$ cat config.mk
export PLATFORM = sky130hd
export DESIGN_NAME = mc_seq_core
export DESIGN_NICKNAME = d
export VERILOG_FILES = /design/src/rtl/mc_seq_pkg.sv /design/src/rtl/mc_seq_pc.sv /design/src/rtl/mc_seq_core.sv
export SDC_FILE = /design/constraint.sdc
export NUM_CORES = 1
export LEC_CHECK = 0
export CAP_MARGIN = 40
export CORE_UTILIZATION = 40
export DETAILED_ROUTE_END_ITERATION = 16
export GPL_TIMING_DRIVEN = 1
export PLACE_DENSITY = 0.74
export SLEW_MARGIN = 20
export SYNTH_ARGS = -nofsm -noshare
export SYNTH_HDL_FRONTEND = slang
export SYNTH_SLANG_ARGS = --single-unit
$ cat constraint.sdc
create_clock -name clk -period 3 [get_ports clk]
set_clock_uncertainty 0.05 [all_clocks]
set_input_delay 0.75 -clock clk [delete_from_list [all_inputs] [get_ports clk]]
set_output_delay 0.75 -clock clk [all_outputs]
set_load 0.1 [all_outputs]
$ cat src/rtl/mc_seq_pkg.sv
// Shared types and constants for the multicycle sequencer: FSM state encoding,
// opcode map and default widths.
package mc_seq_pkg;

    typedef enum logic [2:0] {
        S_FETCH  = 3'd0,
        S_DECODE = 3'd1,
        S_EXEC   = 3'd2,
        S_MEM    = 3'd3,
        S_WB     = 3'd4,
        S_HALT   = 3'd5
    } state_t;

    localparam logic [3:0] OP_RTYPE = 4'd0;
    localparam logic [3:0] OP_LW    = 4'd1;
    localparam logic [3:0] OP_SW    = 4'd2;
    localparam logic [3:0] OP_BEQ   = 4'd3;
    localparam logic [3:0] OP_BNE   = 4'd4;
    localparam logic [3:0] OP_JMP   = 4'd5;
    localparam logic [3:0] OP_ADDI  = 4'd6;
    localparam logic [3:0] OP_HALT  = 4'd15;

    localparam int unsigned DEF_DATA_W = 16;
    localparam int unsigned DEF_ADDR_W = 16;
    localparam int unsigned DEF_OPC_W  = 4;
    localparam int unsigned DEF_CNT_W  = 32;

endpackage

$ cat src/rtl/mc_seq_pc.sv
// Program counter: reset value, branch/jump load, per-fetch increment with
// natural modulo-2^ADDR_W wrap; holds otherwise.
module mc_seq_pc #(
    parameter int unsigned ADDR_W   = 16,
    parameter int unsigned RESET_PC = 0,
    parameter int unsigned PC_INC   = 2
) (
    input  logic              clk,
    input  logic              rst,
    input  logic              i_load,
    input  logic [ADDR_W-1:0] i_load_val,
    input  logic              i_inc,
    output logic [ADDR_W-1:0] o_pc
);

    logic [ADDR_W-1:0] r_pc;

    always_ff @(posedge clk or negedge rst) begin
        if (!rst) begin
            r_pc <= ADDR_W'(RESET_PC);
        end else if (i_load) begin
            r_pc <= i_load_val;
        end else if (i_inc) begin
            r_pc <= r_pc + ADDR_W'(PC_INC);
        end
    end

    assign o_pc = r_pc;

endmodule

$ cat src/rtl/mc_seq_core.sv
// Multicycle instruction sequencer: PC, IR, control FSM and retire counter.
// Optional wait-state watchdog is compiled in with MC_SEQ_WDOG_EN.
module mc_seq_core
    import mc_seq_pkg::*;
#(
    parameter int unsigned DATA_W      = DEF_DATA_W,
    parameter int unsigned ADDR_W      = DEF_ADDR_W,
    parameter int unsigned OPC_W       = DEF_OPC_W,
    parameter int unsigned RESET_PC    = 0,
    parameter int unsigned PC_INC      = 2,
    parameter int unsigned CNT_W       = DEF_CNT_W,
    parameter int unsigned WDOG_CYCLES = 255
) (
    input  logic              clk,
    input  logic              rst,
    output logic              imem_req,
    output logic [ADDR_W-1:0] imem_addr,
    input  logic              imem_ready,
    input  logic [DATA_W-1:0] imem_rdata,
    input  logic              dmem_ready,
    input  logic              alu_zero,
    input  logic [ADDR_W-1:0] alu_result,
    input  logic              stall,
    output logic [ADDR_W-1:0] pc,
    output logic [DATA_W-1:0] instr,
    output logic [OPC_W-1:0]  opcode,
    output logic [2:0]        state,
    output logic              ir_write,
    output logic              reg_write,
    output logic              mem_to_reg,
    output logic              mem_read,
    output logic              mem_write,
    output logic              illegal,
    output logic              halted,
    output logic [CNT_W-1:0]  instret,
    output logic              wdog_err
);

    state_t            r_state;
    logic [DATA_W-1:0] r_instr;
    logic [CNT_W-1:0]  r_instret;
    logic [OPC_W-1:0]  w_opc;
    logic              w_fetch_done, w_exec_go, w_is_lw, w_is_sw;
    logic              w_taken, w_ctrl, w_known, w_retire;

    assign w_opc        = r_instr[DATA_W-1 -: OPC_W];
    assign w_fetch_done = (r_state == S_FETCH) && imem_ready;
    assign w_exec_go    = (r_state == S_EXEC) && !stall;
    assign w_is_lw      = (w_opc == OPC_W'(OP_LW));
    assign w_is_sw      = (w_opc == OPC_W'(OP_SW));

    // Control-transfer decode used in EXEC; anything unlisted is illegal.
    always_comb begin
        w_taken = 1'b0;
        w_ctrl  = 1'b0;
        w_known = 1'b1;
        case (w_opc)
            OPC_W'(OP_BEQ): begin w_taken = alu_zero;  w_ctrl = 1'b1; end
            OPC_W'(OP_BNE): begin w_taken = !alu_zero; w_ctrl = 1'b1; end
            OPC_W'(OP_JMP): begin w_taken = 1'b1;      w_ctrl = 1'b1; end
            OPC_W'(OP_RTYPE), OPC_W'(OP_ADDI), OPC_W'(OP_LW), OPC_W'(OP_SW): ;
            default: w_known = 1'b0;
        endcase
    end

    assign w_retire = (w_exec_go && w_ctrl)
                   || ((r_state == S_MEM) && dmem_ready && w_is_sw)
                   || ((r_state == S_WB) && !stall);

    mc_seq_pc #(
        .ADDR_W   (ADDR_W),
        .RESET_PC (RESET_PC),
        .PC_INC   (PC_INC)
    ) u_pc (
        .clk        (clk),
        .rst        (rst),
        .i_load     (w_exec_go && w_taken),
        .i_load_val (alu_result),
        .i_inc      (w_fetch_done),
        .o_pc       (pc)
    );

`ifdef MC_SEQ_WDOG_EN
    localparam int unsigned WAIT_W = $clog2(WDOG_CYCLES + 1);
    logic [WAIT_W-1:0] r_wait;
    logic              r_wdog_err;
    logic              w_wait, w_trip;

    assign w_wait   = ((r_state == S_FETCH) && !imem_ready) || ((r_state == S_MEM) && !dmem_ready);
    assign w_trip   = w_wait && (r_wait == WAIT_W'(WDOG_CYCLES - 1));
    assign wdog_err = r_wdog_err;
`else
    assign wdog_err = 1'b0;
`endif

    always_ff @(posedge clk or negedge rst) begin
        if (!rst) begin
            r_state   <= S_FETCH;
            r_instr   <= '0;
            r_instret <= '0;
`ifdef MC_SEQ_WDOG_EN
            r_wait     <= '0;
            r_wdog_err <= 1'b0;
`endif
        end else begin
            case (r_state)
                S_FETCH: if (imem_ready) begin
                    r_instr <= imem_rdata;
                    r_state <= S_DECODE;
                end
                S_DECODE: if (!stall) r_state <= (w_opc == OPC_W'(OP_HALT)) ? S_HALT : S_EXEC;
                S_EXEC: if (!stall) begin
                    if (w_ctrl || !w_known) r_state <= S_FETCH;
                    else if (w_is_lw || w_is_sw) r_state <= S_MEM;
                    else r_state <= S_WB;
                end
                S_MEM: if (dmem_ready) r_state <= w_is_lw ? S_WB : S_FETCH;
                S_WB: if (!stall) r_state <= S_FETCH;
                S_HALT: r_state <= S_HALT;
                default: r_state <= S_FETCH;
            endcase
            if (w_retire) r_instret <= r_instret + 1'b1;
`ifdef MC_SEQ_WDOG_EN
            // The counter only runs while parked on a wait, so any state change clears it.
            r_wait <= w_wait ? r_wait + 1'b1 : '0;
            if (w_trip) begin
                r_wdog_err <= 1'b1;
                r_state    <= S_HALT;
            end
`endif
        end
    end

    assign imem_req   = rst && (r_state == S_FETCH);
    assign imem_addr  = pc;
    assign ir_write   = rst && w_fetch_done;
    assign reg_write  = (r_state == S_WB) && !stall;
    assign mem_to_reg = (r_state == S_WB) && !stall && w_is_lw;
    assign mem_read   = (r_state == S_MEM) && w_is_lw;
    assign mem_write  = (r_state == S_MEM) && w_is_sw;
    assign illegal    = w_exec_go && !w_known;
    assign halted     = (r_state == S_HALT);
    assign instr      = r_instr;
    assign opcode     = w_opc;
    assign state      = r_state;
    assign instret    = r_instret;

endmodule

==> results by stage, run 1 <==
CTS:
- At the later pin of the worst-skew pair, clock insertion delay measures 0.33 ns.
- The post-cts repair resize count is 0.
- The maximum clock path buffer count is 2.
- The root buffer cell chosen for the clock tree is sky130_fd_sc_hd__clkbuf_8.
- The clock net in this run drives a total of 67 sinks.
- The clock tree from TritonCTS is done.
- In this run the number of H-tree levels came out at 3.
- Buffers inserted during clock tree synthesis total 9.
- After clock tree synthesis, the flow added hold-fix buffers numbering 0.
- The post-CTS setup buffer count is 0.
- The clock input transition at the sequential cells of the worst setup and hold paths is approximately 0.07 ns.

Synth:
- Yosys attributes the largest share of cell area to sky130_fd_sc_hd__dfrtp_1 48%, sky130_fd_sc_hd__nand2_1 8.6%, sky130_fd_sc_hd__xnor2_1 6.6%.
- The share of the Yosys chip area taken by registers is 48.25%.
- The complex-gate fraction of the synthesized area is about 6.7%.
- The synthesized design contains 67 register bits.
- The cell with the most instances after synthesis is sky130_fd_sc_hd__nand2_1.
- The cell type with the highest aggregate area in the netlist is sky130_fd_sc_hd__dfrtp_1.
- Counting flops with a built-in enable in the synthesized netlist gives 0.
- The post-synthesis instance total is about 370.
- After synthesis, the most frequently instantiated cells are 80 x sky130_fd_sc_hd__nand2_1, 67 x sky130_fd_sc_hd__dfrtp_1, 26 x sky130_fd_sc_hd__xnor2_1.
- The number of distinct library cell variants in the gate-level netlist after synthesis is 48.
- The number of nets handed over by synthesis was about 410.
- The mean post-synth cell area is 9.290 µm².
- The fraction of synthesis flops using an asynchronous set or reset pin is 100.0%.
- The synthesized netlist devotes less than 1% of its cell area to adder and majority cells.
- Summed over its instances, the top area cell type makes up about 48% of the synthesized netlist area.
- For this run, the leading register cell type out of synthesis is sky130_fd_sc_hd__dfrtp_1.
- The Yosys step of the flow raised 0 warnings.
- The post-synthesis simple-gate area fraction is 25.86%.
- Summing every instance area after synthesis gives around 3500 µm².
- Of the total synthesized cell area, the portion taken by XOR and XNOR cells is 10.08%.
- The fraction of synthesized area in multiplexers is 1.224%.
- By area, the combinational part of the netlist is dominated by simple AND/OR/NAND/NOR gates.

STA:
- The number of pins exceeding their max-slew limit in the final report is 0.
- The number of hold violations in the final report is 0.
- Static timing analysis puts the maximum clock frequency at roughly 360 MHz.
- Dividing the final minimum period by the clock period gives between 90% and 100%.
- The worst path needs 2.810 ns of the cycle, external delays included.
- The final setup slack of the worst path is 0.1896 ns.
- Setup repair after global routing left no endpoint under its margin.
- The number of setup violations in the final report is 0.

Cells and area:
- The total number of nets in the final design is about 540.
- The final design area excluding fillers is 4935 µm².
- 0 antenna diodes ended up in the layout.
- Cells with a size suffix above 1 make up roughly 30% of the layout.
- The area growth from synthesis to layout is 42.02%.

Placement:
- Prior to clock tree synthesis, the placed netlist has a worst setup slack of between 0.1 and 0.15 ns.
- Detailed placement finished with a half-perimeter wire length of ~6.7 mm.
- The count of buffers added on input and output ports is between 100 and 150.
- The congestion estimate from routability-driven global placement came to 0.7806.
- After detailed placement, the total cell area comes to 4742 µm².

Hold path:
- In this run the worst hold path is classified as input port to async pin.

Route:
- The first TritonRoute pass finished after 4 iterations.
- The aggregate routed wire length is 8.788 mm.
- In the routed design, unresolved DRC markers number 0.
- The antenna violation net count after detailed routing is 0.
- In the routed layout, each cell is associated on average with a via count of 5.164.
- The first routing iteration left 146 violations.
- The detailed-route wire length per cell is approximately 14 µm.
- The total via count after detailed routing is 3140.

Worst setup path:
- The classification of the worst setup path is input port to output pin.
- The endpoint identified for the worst register-to-register timing path is instret[31]$_DFFE_PN0P_.
- STA puts the critical path data required time at around 2.2 ns.
- The start of the worst register-to-register path is instret[13]$_DFFE_PN0P_.
- STA classifies the critical path startpoint as an input port.
- The data arrival time of the critical path is roughly 2.0 ns.
- In this run the worst path has a maximum fanout of 4.
- The worst setup path is captured at an output pin.
- In this run the register-to-register setup slack is 0.75 ns.
- The number of cells on the worst reg-to-reg path is 5.

Floorplanning:
- The site row count is 33.
- The region available for standard cell placement spans 8299 µm².
- In this run the count of I/O pins placed on the die edge is between 100 and 150.
- Measured along the x axis, the die boundary spans 95.20 µm.
- The die covers 9063 µm².
- The initial utilization of the core area, before any placement, comes to a little over two fifths.
- The vertical die dimension is 95.20 µm.

Global routing:
- The number of global-route vias before repair is around 2900.
- The initial antenna violation count is 0.
- The global-route wire length before repair is around 14 mm.
- The pin count of the biggest net entering global routing is 36.
- The global routing usage summed across all routing layers is between 10% and 20%.
- The leftover overflow at the end of global routing is 0.

Run:
- Max-cap violations in this run came to 0.

Status:
- The flow ran to the end, and the final reports show no timing, DRC or antenna violations.
-- metal layers --
layer	wire, µm	up-vias	global-route usage [%]
li1	-	1514	-
met1	3941	1498	27.15
met2	4080	118	31.73
met3	672	10	4.226
met4	94	0	6.439
met5	0	-	0
-- worst max-delay path: stages --
cell,delay [ns]
sky130_fd_sc_hd__clkdlybuf4s50_1,0.49
sky130_fd_sc_hd__nor4b_4,0.35
sky130_fd_sc_hd__and3_4,0.24
sky130_fd_sc_hd__buf_12,0.17
-- per-stage QoR --
step / cells / TNS (ns) / utilization [%] / hold WS, ns
final: 608 / 0 / 59.46 / 0.4273
after floorplan: 374 / -0.3217 / - / 0.4044
after global routing: 608 / 0 / 59.46 / 0.4524
after global placement: 592 / 0 / 57.14 / 0.4133
after CTS: 608 / 0 / 59.46 / 0.4323
after detailed placement: 592 / 0 / 57.14 / 0.4163
-- registers in the layout (all words and copies together), names as in the netlist --
| name | flops |
|---|---|
| instr | 16 |
| instret | 32 |
| state | 3 |
| u_pc.o_pc | 16 |
-- layout make-up --
type | instances | area, µm²
fillers | 708 | 3364
inverters | 12 | 45.04
repair buffers | 144 | 1256
multi-input cells | 264 | 1624
flip-flops and latches | 67 | 1685
clock buffers | 9 | 123.9
clock inverters | 7 | 68.82
well taps | 105 | 131.4
-- cells in the final DEF, fill, tap and decap left out, types with 7 or more instances in the layout --
| master | instances |
|---|---|
| sky130_fd_sc_hd__nand3_1 | 18 |
| sky130_fd_sc_hd__a21oi_1 | 7 |
| sky130_fd_sc_hd__buf_12 | 7 |
| sky130_fd_sc_hd__xnor2_1 | 26 |
| sky130_fd_sc_hd__dfrtp_1 | 60 |
| sky130_fd_sc_hd__inv_1 | 12 |
| sky130_fd_sc_hd__buf_4 | 100 |
| sky130_fd_sc_hd__nor2_1 | 16 |
| sky130_fd_sc_hd__o21ai_0 | 12 |
| sky130_fd_sc_hd__dfrtp_2 | 7 |
| sky130_fd_sc_hd__xor2_1 | 14 |
| sky130_fd_sc_hd__clkdlybuf4s50_1 | 36 |
| sky130_fd_sc_hd__nand4_1 | 12 |
| sky130_fd_sc_hd__clkbuf_8 | 9 |
| sky130_fd_sc_hd__and3_1 | 7 |
| sky130_fd_sc_hd__nor3_1 | 12 |
| sky130_fd_sc_hd__nand2_1 | 80 |
-- logic make-up (layout without fill, tap and decap cells) --
| group | count (synthesis) | count (layout) |
|---|---|---|
| AO/OA/AOI/OAI | 37 | 37 |
| XOR/XNOR | 40 | 40 |
| buffers and inverters | 43 | 172 |
| other | 1 | 1 |
| multiplexers | 4 | 4 |
| adder cells (fa/ha/maj) | 2 | 2 |
| AND/OR/NAND/NOR | 180 | 180 |
| flip-flops | 67 | 67 |
-- worst max-delay path by stage --
stage                                end  startpoint  slack (ns)  depth (start not counted)
2_1_floorplan                 mem_to_reg       stall       -0.25                          2
3_3_place_gp   u_pc.o_pc[14]$_DFFE_PN0P_  imem_ready        0.18                          6
3_5_place_dp   u_pc.o_pc[14]$_DFFE_PN0P_  imem_ready        0.12                          6
4_1_cts                          illegal       stall        0.18                          4
5_1_grt                       mem_to_reg       stall        0.12                          4
6_report                      mem_to_reg       stall        0.19                          4
Power of run 1 is not shown: default switching activity piles up to over one toggle a cycle in this logic, so the estimate is an artifact.
==> run 2: changes to the inputs <==
--- a/config.mk
+++ b/config.mk
@@ -5,7 +5,7 @@
 export SDC_FILE = /design/constraint.sdc
 export NUM_CORES = 1
 export LEC_CHECK = 0
-export CAP_MARGIN = 40
+export CAP_MARGIN = 5
 export CORE_UTILIZATION = 40
 export DETAILED_ROUTE_END_ITERATION = 16
 export GPL_TIMING_DRIVEN = 1
==> results of run 2 <==
Final layout, timing and power as in run 1 (identical DEF).
Power of run 2 is left out for the same reason.
==> run 3: changes to the inputs <==
--- a/config.mk
+++ b/config.mk
@@ -5,11 +5,12 @@
 export SDC_FILE = /design/constraint.sdc
 export NUM_CORES = 1
 export LEC_CHECK = 0
+export ABC_AREA = 1
 export CAP_MARGIN = 5
 export CORE_UTILIZATION = 40
 export DETAILED_ROUTE_END_ITERATION = 16
 export GPL_TIMING_DRIVEN = 1
-export PLACE_DENSITY = 0.74
+export PLACE_DENSITY = 0.7
 export SLEW_MARGIN = 20
 export SYNTH_ARGS = -nofsm -noshare
 export SYNTH_HDL_FRONTEND = slang
==> constraint.sdc (replaced) <==
create_clock -name clk -period 3.3 [get_ports clk]
set_clock_uncertainty 0.05 [all_clocks]
set_input_delay 0.825 -clock clk [delete_from_list [all_inputs] [get_ports clk]]
set_output_delay 0.825 -clock clk [all_outputs]
set_load 0.1 [all_outputs]
==> run 3 against run 2 <==
Net effect:
- register-to-register slack improved by 0.57 ns
- synthesized area increased by 24%
- sequential share of layout area decreased by 4.5 points
- count of clock-buffer cells in the layout increased by 1
- highest routed layer unchanged
- critical path type unchanged
- via count increased by 41%
- die area increased by 23%
- flip-flop and latch count unchanged
- hold slack about the same
==> results by stage, run 3 <==
Status:
- The flow ran to the end, and the final reports show no timing, DRC or antenna violations.

Route:
- After detailed routing, the average wire length per cell comes to roughly 13 µm.
- The count of TritonRoute iterations in the first routing pass is 5.
- The aggregate routed wire length is 11.69 mm.
- Using the TritonRoute via totals, the vias-per-cell ratio works out to a little under 5.
- After the first detailed-routing iteration, the DRC count stood at between 200 and 300.
- The routed layout has between 4000 and 5000 vias.
- In the routed design, unresolved DRC markers number 0.
- The count of nets left with antenna violations once routing finished came out at 0.

Global routing:
- Entering global routing, the biggest net connects a little under 70 pins.
- The global routing usage summed across all routing layers is a little over a fifth.
- The global-route wire length before repair is between 15 and 20 mm.
- The number of global-route vias before repair is 4046.
- The total overflow left after global routing is 0.
- The initial antenna violation count came to 0.

STA:
- The measured slew at the worst slew-check pin is ~0.87 ns.
- The number of hold violations in the final report was 0.
- On the final layout, the worst hold slack is 0.4270 ns.
- Setup violations remaining at the end of the flow were counted as 0.
- The final critical path takes up 84.39% of the cycle.
- For this run, the top clock speed supported by timing is around 360 MHz.
- In this run the tightest slew margin relative to its limit is a little over two fifths.
- Setup repair after global routing left no endpoint under its margin.
- The number of pins exceeding their max-slew limit in the final report was 0.
- Counting I/O delays and the setup requirement, the final critical path takes ~2.8 ns.

Synth:
- Averaged over all synthesized cells, the footprint is between 6 and 7 µm².
- The largest total area in the synthesized netlist belongs to sky130_fd_sc_hd__dfrtp_1.
- The commonest cells after synthesis are 289 x sky130_fd_sc_hd__nand2_1, 82 x sky130_fd_sc_hd__nor2_1, 67 x sky130_fd_sc_hd__dfrtp_1.
- Of all flip-flops after synthesis, the portion carrying an async set or reset was 100.0%.
- The Yosys step of the flow raised 0 warnings.
- In this run the biggest area consumer among cell types represents approximately two fifths of the synthesized area.
- The cell with the most instances after synthesis is sky130_fd_sc_hd__nand2_1.
- The post-synthesis net count is between 600 and 700.
- By area the synthesized netlist is led by sky130_fd_sc_hd__dfrtp_1 39%, sky130_fd_sc_hd__nand2_1 25%, sky130_fd_sc_hd__nor2_1 7.1%.
- The post-synthesis instance total is 659.
- Synthesis instantiated 31 different standard cells from the library.
- The netlist area before placement is ~4300 µm².
- Yosys mapped a number of flops with a built-in enable equal to 0.
- The number of register bits inferred by synthesis is 67.
- The dominant synthesized flop cell is sky130_fd_sc_hd__dfrtp_1.
- Summing the sequential cell areas from Yosys gives approximately 39% of the chip area.

Floorplanning:
- The top-level I/O count is around 130.
- The region available for standard cell placement spans between 10000 and 15000 µm².
- For this configuration, the core starts out at a cell density of about two fifths.
- The floorplan step defined a die boundary enclosing between 10000 and 15000 µm².
- In this run the core area contains 37 standard-cell rows.
- The vertical die dimension is 105.7 µm.
- The width of the chip is 105.7 µm.

CTS:
- After clock tree synthesis, the setup repair step added 0 buffers.
- The clock buffer count from CTS is 9.
- The post-cts hold buffer count is 0.
- Clock-pin slew was measured on the worst setup and hold paths at ~0.07 ns.
- The post-cts repair resize count is 0.
- The clock tree from TritonCTS is done.
- The maximum clock path buffer count is 2.
- In this run the clock root is driven by a sky130_fd_sc_hd__clkbuf_8.
- The clock net sink count is between 60 and 70.
- The H-tree was split into 3 levels.
- The clock latency at the later pin of the worst-skew pair is between 0.3 and 0.4 ns.

Run:
- The count of maximum capacitance violations is 0.

Worst setup path:
- The critical path launch point type is an input port.
- Data on the critical path arrives at its endpoint at 1.91 ns.
- The capturing element type of the critical path is an output pin.
- The peak fanout along the critical path is 4.
- The required time of the critical path is approximately 2.4 ns.
- The critical path in this run is classified as input port to output pin.

Cells and area:
- The number of antenna diodes in the final layout is 0.
- The total number of nets in the final design is between 800 and 900.
- The number of flip-flops under the largest register name is 32.
- The top cell types in the final layout, fill and taps aside, are 289 x sky130_fd_sc_hd__nand2_1, 95 x sky130_fd_sc_hd__buf_4, 80 x sky130_fd_sc_hd__nor2_1.
- The most common library cell in the layout ignoring fill and taps is sky130_fd_sc_hd__nand2_1.
- The area growth from synthesis to layout is 31.47%.
- The post-route netlist has 17.18% of its cells at a drive strength greater than 1.

Hold path:
- The class of the tightest hold or removal check is flip-flop to flip-flop.

Placement:
- The weighted congestion reported at the end of routability-driven placement is 0.9239.
- The total half-perimeter wirelength after legalization and detailed placement is roughly 8.9 mm.
- During placement, the flow inserted port buffers numbering around 130.
==> run 3: stage by stage <==
step                      worst slack (ns)  cells  utilization, %  setup TNS, ns  cell area [µm²]
after floorplan                    -0.2190    659               -        -0.5913             4315
after global placement              0.5349    900           52.41              0             5435
after detailed placement            0.5118    900           52.41              0             5435
after CTS                           0.4960    916           54.58              0             5660
after global routing                0.4638    916           54.58              0             5660
final                               0.5151    916           54.58              0             5660
==> run 3: routing by layer <==
metal / GRT usage (%) / vias to the layer above / part of all wire, %
li1: - / 2239 / -
met2: 34.13 / 131 / 46
met5: 0 / - / 0
met1: 29.52 / 2042 / 47
met4: 6.647 / 0 / 1.3
met3: 3.340 / 14 / 5.0
==> run 3: logic make-up after synthesis <==
logic type,Yosys count,share of synthesized area [%]
AO/OA/AOI/OAI,26,3.284
XOR/XNOR,16,3.255
buffers and inverters,98,11.07
AND/OR/NAND/NOR,449,42.78
other,1,0.08710
flip-flops,67,38.94
adder cells (fa/ha/maj),2,0.5811
==> run 3: cell type report <==
cell class	instances	area, µm²
Tap cell	136	170.2
Fill cell	1034	4710
Inverter	66	247.7
Clock inverter	6	87.58
Sequential cell	67	1677
Multi-Input combinational cell	494	2162
Clock buffer	10	137.6
Timing Repair Buffer	137	1179
==> run 3: worst paths after layout <==
path | to | startpoint | slack [ns] | cells after the start
worst max register to register | instret[22]$_DFFE_PN0P_ | instr[15]$_DFFE_PN0P_ | 1.32 | 9
worst min-delay path | instr[11]$_DFFE_PN0P_ | instr[11]$_DFFE_PN0P_ | 0.43 | 2
worst max-delay path | mem_to_reg | stall | 0.52 | 5
worst min register to register | instr[11]$_DFFE_PN0P_ | instr[11]$_DFFE_PN0P_ | 0.43 | 2
min in group asynchronous | instr[15]$_DFFE_PN0P_ | rst | 0.64 | 2
max in group asynchronous | u_pc.o_pc[10]$_DFFE_PN0P_ | rst | 1.97 | 2
==> run 3: critical path, stage by stage <==
cell and delay [ns]:
sky130_fd_sc_hd__clkdlybuf4s50_1 0.50, sky130_fd_sc_hd__inv_1 0.11, sky130_fd_sc_hd__nand2_2 0.08, sky130_fd_sc_hd__nor2_1 0.18, sky130_fd_sc_hd__buf_12 0.20
Power of run 3 is left out for the same reason.
